[src/rtl/mod5_onehot_tracker_if.sv]
// mod5_onehot_tracker_if: serial bit handshake plus result bus of the mod-5 tracker.
// master: drives bit_valid/bit_in/sof/eof, observes bit_ready and the result signals.
// slave:  the tracker; accepts bits and drives bit_ready, rem_onehot, rem_en,
//         result_valid, divisible, overflow, bit_count.
interface mod5_onehot_tracker_if #(
    parameter int CNT_W = 6
);
    logic             bit_valid;
    logic             bit_in;
    logic             sof;
    logic             eof;
    logic             bit_ready;
    logic [7:0]       rem_onehot;
    logic             rem_en;
    logic             result_valid;
    logic             divisible;
    logic             overflow;
    logic [CNT_W-1:0] bit_count;
    modport master (
        output bit_valid, bit_in, sof, eof,
        input  bit_ready, rem_onehot, rem_en, result_valid, divisible, overflow, bit_count
    );
    modport slave (
        input  bit_valid, bit_in, sof, eof,
        output bit_ready, rem_onehot, rem_en, result_valid, divisible, overflow, bit_count
    );
endinterface

[src/rtl/mod5_onehot_tracker.sv]
// mod5_onehot_tracker: tracks the mod-5 remainder of a framed MSB-first bit stream as a one-hot vector.
// Ports: clk, rst (sync, active-high); bus_io (slave modport) carries the bit_valid/bit_ready
// handshake with bit_in/sof/eof, and the registered results rem_onehot/rem_en (to the 8-to-3
// encoder), result_valid pulse, divisible, overflow and the saturating bit_count.
module mod5_onehot_tracker #(
    parameter int MAX_BITS = 32,
    parameter int CNT_W    = 6
) (
    input logic                  clk,
    input logic                  rst,
    mod5_onehot_tracker_if.slave bus_io
);
    typedef enum logic [1:0] {IDLE, ACCUM, DONE} state_t;
    localparam logic [CNT_W-1:0] MAX_C = CNT_W'(MAX_BITS);
    state_t           state_q, state_d;
    logic [7:0]       rem_q, rem_d;
    logic [CNT_W-1:0] cnt_q, cnt_d;
    logic             ovf_q, ovf_d, en_q, en_d, div_q, div_d, rv_q, rv_d, rdy_q, rdy_d;
    logic             acc, sat;
    // r' = (2r + b) mod 5, expressed directly on the one-hot bits
    function automatic logic [7:0] next_rem(input logic [7:0] r, input logic b);
        return {3'b000,
                (r[2] & ~b) | (r[4] & b),
                (r[1] & b)  | (r[4] & ~b),
                (r[1] & ~b) | (r[3] & b),
                (r[0] & b)  | (r[3] & ~b),
                (r[0] & ~b) | (r[2] & b)};
    endfunction
    assign acc = bus_io.bit_valid && rdy_q;
    assign sat = cnt_q == MAX_C;
    always_ff @(posedge clk) begin
        if (rst) begin
            state_q <= IDLE;
            rem_q   <= 8'h01;
            cnt_q   <= '0;
            ovf_q   <= 1'b0;
            en_q    <= 1'b0;
            div_q   <= 1'b0;
            rv_q    <= 1'b0;
            rdy_q   <= 1'b1;
        end else begin
            state_q <= state_d;
            rem_q   <= rem_d;
            cnt_q   <= cnt_d;
            ovf_q   <= ovf_d;
            en_q    <= en_d;
            div_q   <= div_d;
            rv_q    <= rv_d;
            rdy_q   <= rdy_d;
        end
    end
    always_comb begin
        state_d = state_q;
        case (state_q)
            IDLE:    state_d = (acc && bus_io.sof) ? (bus_io.eof ? DONE : ACCUM) : IDLE;
            ACCUM:   state_d = (acc && bus_io.eof) ? DONE : ACCUM;
            default: state_d = IDLE;
        endcase
    end
    // Result fields hold after DONE until the next accepted sof
    always_comb begin
        rem_d = rem_q;
        cnt_d = cnt_q;
        ovf_d = ovf_q;
        en_d  = en_q;
        div_d = div_q;
        rv_d  = 1'b0;
        rdy_d = state_d != DONE;
        if (state_q == DONE) begin
            rv_d  = 1'b1;
            en_d  = 1'b1;
            div_d = rem_q[0];
        end else if (acc && bus_io.sof) begin
            rem_d = bus_io.bit_in ? 8'h02 : 8'h01;
            cnt_d = CNT_W'(1);
            ovf_d = 1'b0;
            en_d  = 1'b0;
            div_d = 1'b0;
        end else if (acc && state_q == ACCUM) begin
            rem_d = next_rem(rem_q, bus_io.bit_in);
            cnt_d = sat ? cnt_q : cnt_q + CNT_W'(1);
            ovf_d = ovf_q | sat;
        end
    end
    assign bus_io.rem_onehot   = rem_q;
    assign bus_io.bit_count    = cnt_q;
    assign bus_io.overflow     = ovf_q;
    assign bus_io.rem_en       = en_q;
    assign bus_io.divisible    = div_q;
    assign bus_io.result_valid = rv_q;
    assign bus_io.bit_ready    = rdy_q;
endmodule

[src/flat_wrapper.sv]
// flat-port wrapper written by rule: the top's interface ports become plain ports
module mod5_onehot_tracker_flat 
#(
    parameter int MAX_BITS = 32,
    parameter int CNT_W    = 6
)
  (clk, rst, bus_io_bit_valid, bus_io_bit_in, bus_io_sof, bus_io_eof, bus_io_bit_ready, bus_io_rem_onehot, bus_io_rem_en, bus_io_result_valid, bus_io_divisible, bus_io_overflow, bus_io_bit_count);
  mod5_onehot_tracker_if #(.CNT_W(CNT_W)) bus_io_i ();
  input logic clk;
  input logic rst;
  input wire logic [$bits(bus_io_i.bit_valid)-1:0] bus_io_bit_valid;
  input wire logic [$bits(bus_io_i.bit_in)-1:0] bus_io_bit_in;
  input wire logic [$bits(bus_io_i.sof)-1:0] bus_io_sof;
  input wire logic [$bits(bus_io_i.eof)-1:0] bus_io_eof;
  output wire logic [$bits(bus_io_i.bit_ready)-1:0] bus_io_bit_ready;
  output wire logic [$bits(bus_io_i.rem_onehot)-1:0] bus_io_rem_onehot;
  output wire logic [$bits(bus_io_i.rem_en)-1:0] bus_io_rem_en;
  output wire logic [$bits(bus_io_i.result_valid)-1:0] bus_io_result_valid;
  output wire logic [$bits(bus_io_i.divisible)-1:0] bus_io_divisible;
  output wire logic [$bits(bus_io_i.overflow)-1:0] bus_io_overflow;
  output wire logic [$bits(bus_io_i.bit_count)-1:0] bus_io_bit_count;
  assign bus_io_i.bit_valid = bus_io_bit_valid;
  assign bus_io_i.bit_in = bus_io_bit_in;
  assign bus_io_i.sof = bus_io_sof;
  assign bus_io_i.eof = bus_io_eof;
  assign bus_io_bit_ready = bus_io_i.bit_ready;
  assign bus_io_rem_onehot = bus_io_i.rem_onehot;
  assign bus_io_rem_en = bus_io_i.rem_en;
  assign bus_io_result_valid = bus_io_i.result_valid;
  assign bus_io_divisible = bus_io_i.divisible;
  assign bus_io_overflow = bus_io_i.overflow;
  assign bus_io_bit_count = bus_io_i.bit_count;
  mod5_onehot_tracker #(.MAX_BITS(MAX_BITS), .CNT_W(CNT_W)) u_core (.clk(clk), .rst(rst), .bus_io(bus_io_i));
endmodule
[config.mk]
export PLATFORM = sky130hd
export DESIGN_NAME = mod5_onehot_tracker_flat
export DESIGN_NICKNAME = d
export VERILOG_FILES = /design/src/rtl/mod5_onehot_tracker_if.sv /design/src/rtl/mod5_onehot_tracker.sv /design/src/flat_wrapper.sv
export SDC_FILE = /design/constraint.sdc
export NUM_CORES = 1
export LEC_CHECK = 0
export ABC_AREA = 1
export BUFFER_PORTS_ARGS = -buffer_cell sky130_fd_sc_hd__buf_2
export CAP_MARGIN = 30
export CORE_MARGIN = 3
export CORE_UTILIZATION = 55
export DETAILED_ROUTE_END_ITERATION = 10
export GPL_ROUTABILITY_DRIVEN = 0
export PLACE_DENSITY = 0.93
export SYNTH_ARGS = -nofsm -noshare
export SYNTH_HDL_FRONTEND = slang
export SYNTH_SLANG_ARGS = --single-unit
[constraint.sdc]
create_clock -name clk -period 3.71 [get_ports clk]
set_clock_uncertainty 0.05 [all_clocks]
set_input_delay 0.371 -clock clk [delete_from_list [all_inputs] [get_ports clk]]
set_output_delay 0.371 -clock clk [all_outputs]
set_load 0.005 [all_outputs]
==> out/metrics.cfg <==
[outcome]
status = completed

[synthesis]
synth-seq-area-share_pct = 36.00
synth_xor_area_share_pct = 0
syn_area_per_cell_sq_um = 7.360
syn-cell-area_sq_um = 1001
syn_inst = 136
muxShareOfSynthArea_pct = 0
synth_top_family_by_area = simple AND/OR/NAND/NOR gates
yosysWarningCount = 0
synth_fa_ha_area_share_pct = 2.500
ys_seq_elements = 18
synth_cell_type_count = 28
synth_simple_gate_area_share_pct = 37.13
synth_compound_area_share_pct = 13.88

[finish]
drive_gt1_share_pct = 25.32
final_nets = 167
fin_area_sq_um = 1149
layout_commonest_cell = nand2_1
area_growth_pct = 14.75
final_cell_mix = nand2_1 (23), buf_2 (21), nor2_1 (18), dfxtp_1 (18), nand3_1 (15)
n_antenna_cell = 0

[routing]
wl_per_cell_microns = 12.20
drt_iter0_drc = 56
firstDrtPassIters = 4
met1_length_microns = 878
drc = 0
vias = 978
top_layer_used = met4
drtAntennaViolNets = 0
viasPerCell = 5.374
wirelength_mm = 2.220
dr_wl_met2_mm = 1.088
met3_length_microns = 181

[clocking]
postCtsSetupBuffers = 0
clock_sinks = 18
ctsLongestPathBuffers = 2
path_clk_slew_ns = 0.11
clock-root-buffer = clkbuf_4
cts_resized = 0
insertion_delay_ns = 0.29
cts_tree = done
ctsHoldBuffers = 0
cts-buffers-inserted = 3
h-tree-depth = 1

[setup_path]
end_kind = register
path_class = register to register
cp_num_cells = 9
crit_family = flip-flops
cp_slowest_cell = dfxtp_1
cp_slowest_stage_delay_ns = 0.46
r2r-start = u_core.bus_io.bit_count[0]
rr_endpoint = u_core.bus_io.bit_count[1]
cp.required_ns = 3.89
endpoint = u_core.bus_io.bit_count[1]
r2r_cells = 9
crit_fanout = 6
start_kind = register
path_buf_inv = 3
crit_start = u_core.bus_io.bit_count[0]
reg2reg_slack_ns = 2.20
cp_cell_sequence = inv_1 > ha_1 > nand2_1 > inv_1 > nand3_1 > inv_1 > nor2_4 > nand3_1 > a21oi_1
cpMostUsedCell = inv_1
arrival_ns = 1.69

[global_routing]
antenna_found_initial = 0
overflow = 0
grt_first_pass_wirelength_mm = 3.788
track_usage_pct = 19.74
grt_max_degree = 13
grt_pass1_vias = 940

[timing]
rsz0062_at_grt = false
final.setup.tns_ns = 0
hold_viol = 0
setup_viol = 0
timing.fmax_mhz = 662.0
fin_crit_sh_pct = 40.72
finalCriticalPeriod_ns = 1.511
drv_slew = 0

[die]
start_util_pct = 62.11
pin_count = 25
core_area_sq_um = 1612
rows = 14
die_w_microns = 48.66
die_area_sq_um = 2368
die_height_microns = 48.66

[run]
maxCapViolations = 0

[worst_hold_path]
hp-start = rst
whs_path_depth = 2
hp-class = primary input to register

[power_and_ir_drop]
power_frac_seq_pct = 52.9
power_uw = 392.8
p_leak_nw = 0.5339
p_sw_share_pct = 28.04
p_per_area_nw_per_um2 = 342.0
switchingPower_uw = 110.1
comb_power_share_pct = 16.0
pwr-share-clk_pct = 31.1
ir_drop_mv = 0.3286
p_int_uw = 282.6

[place]
portBuffers = 21
post-dp-hpwl_mm = 1.659
place_area_sq_um = 1112

-- flip-flops by register name, indices dropped and copies added, names as in the netlist, named ones only --
signal / count
u_core.bus_io.bit_count: 6
u_core.bus_io.bit_ready: 1
u_core.bus_io.divisible: 1
u_core.bus_io.overflow: 1
u_core.bus_io.rem_en: 1
u_core.bus_io.rem_onehot: 4
u_core.bus_io.result_valid: 1
u_core.state_q: 2
-- power by group through the flow --
stage	clock [mW]	combinational (mW)	sequential [mW]
4_1_cts	0.123	0.0625	0.207
3_3_place_gp	0	0.0593	0.211
2_1_floorplan	0	0.0461	0.211
6_report	0.122	0.0630	0.208
3_5_place_dp	0	0.0621	0.212
5_1_grt	0.137	0.0699	0.209
-- cell type report --
cell class	count	area, sq um
Multi-Input combinational cell	97	546.8
Fill cell	144	462.9
Sequential cell	18	360.3
Timing Repair Buffer	21	105.1
Inverter	18	70.07
Clock buffer	4	36.28
Tap cell	24	30.03
-- synth_stat cells --
library cell   n  share of area, %
a32oi_1        1              0.88
o21bai_1       2               1.5
nand2_2        2               1.2
o21ai_1        1              0.50
nor3_1         2               1.0
nand3_4        1               1.8
buf_2          1              0.50
inv_1         14               5.2
inv_4          1              0.63
nor2_1        18               6.7
nand2_8        1               2.0
nor3b_1        2               1.5
o2111ai_1      1              0.88
o21ai_0        5               2.5
nand2_4        2               2.2
ha_1           2               2.5
o211ai_1       1              0.75
o21ai_4        1               1.6
clkbuf_1       1              0.37
nand3_1       15               7.5
nor2_4         4               4.5
nand2_1       23               8.6
buf_4          3               2.2
dfxtp_1       18                36
inv_2          3               1.1
conb_1         1              0.37
a22oi_1        1              0.75
a21oi_1        9               4.5
-- metrics by stage --
step           worst slack, ns  utilization (%)  std cells  hold WS (ns)
3_3_place_gp             2.297            69.02        178        0.4143
3_5_place_dp             2.229            69.02        178        0.4083
6_report                 2.199            71.27        182        0.3471
2_1_floorplan            2.382                -        138        0.4049
4_1_cts                  2.207            71.27        182        0.3456
5_1_grt                  2.021            71.27        182        0.3386
-- cells by family (layout without fill, tap and decap cells) --
logic type / count (synthesis) / after routing
AO/OA/AOI/OAI: 22 / 22
other: 1 / 3
AND/OR/NAND/NOR: 70 / 70
adder cells (fa/ha/maj): 2 / 2
buffers and inverters: 23 / 43
flip-flops: 18 / 18
-- layer usage --
layer,up-vias,track usage [%]
met3,10,3.681
met1,443,22.10
met5,-,0
li1,478,-
met2,47,33.94
met4,0,12.80
-- how the worst min path moves through the flow --
stage	end
2_1_floorplan	u_core.state_q[1]
3_3_place_gp	u_core.bus_io.overflow
3_5_place_dp	u_core.bus_io.overflow
4_1_cts	u_core.bus_io.rem_en
5_1_grt	u_core.bus_io.bit_count[2]
6_report	u_core.bus_io.rem_en
-- worst reg2reg max path: stages (launching register included) --
cell and delay [ns]:
dfxtp_1 0.46, inv_1 0.09, ha_1 0.20, nand2_1 0.07, inv_1 0.04, nand3_1 0.12, inv_1 0.11, nor2_4 0.12
nand3_1 0.07, a21oi_1 0.13
(Power assumes the default switching activity.)
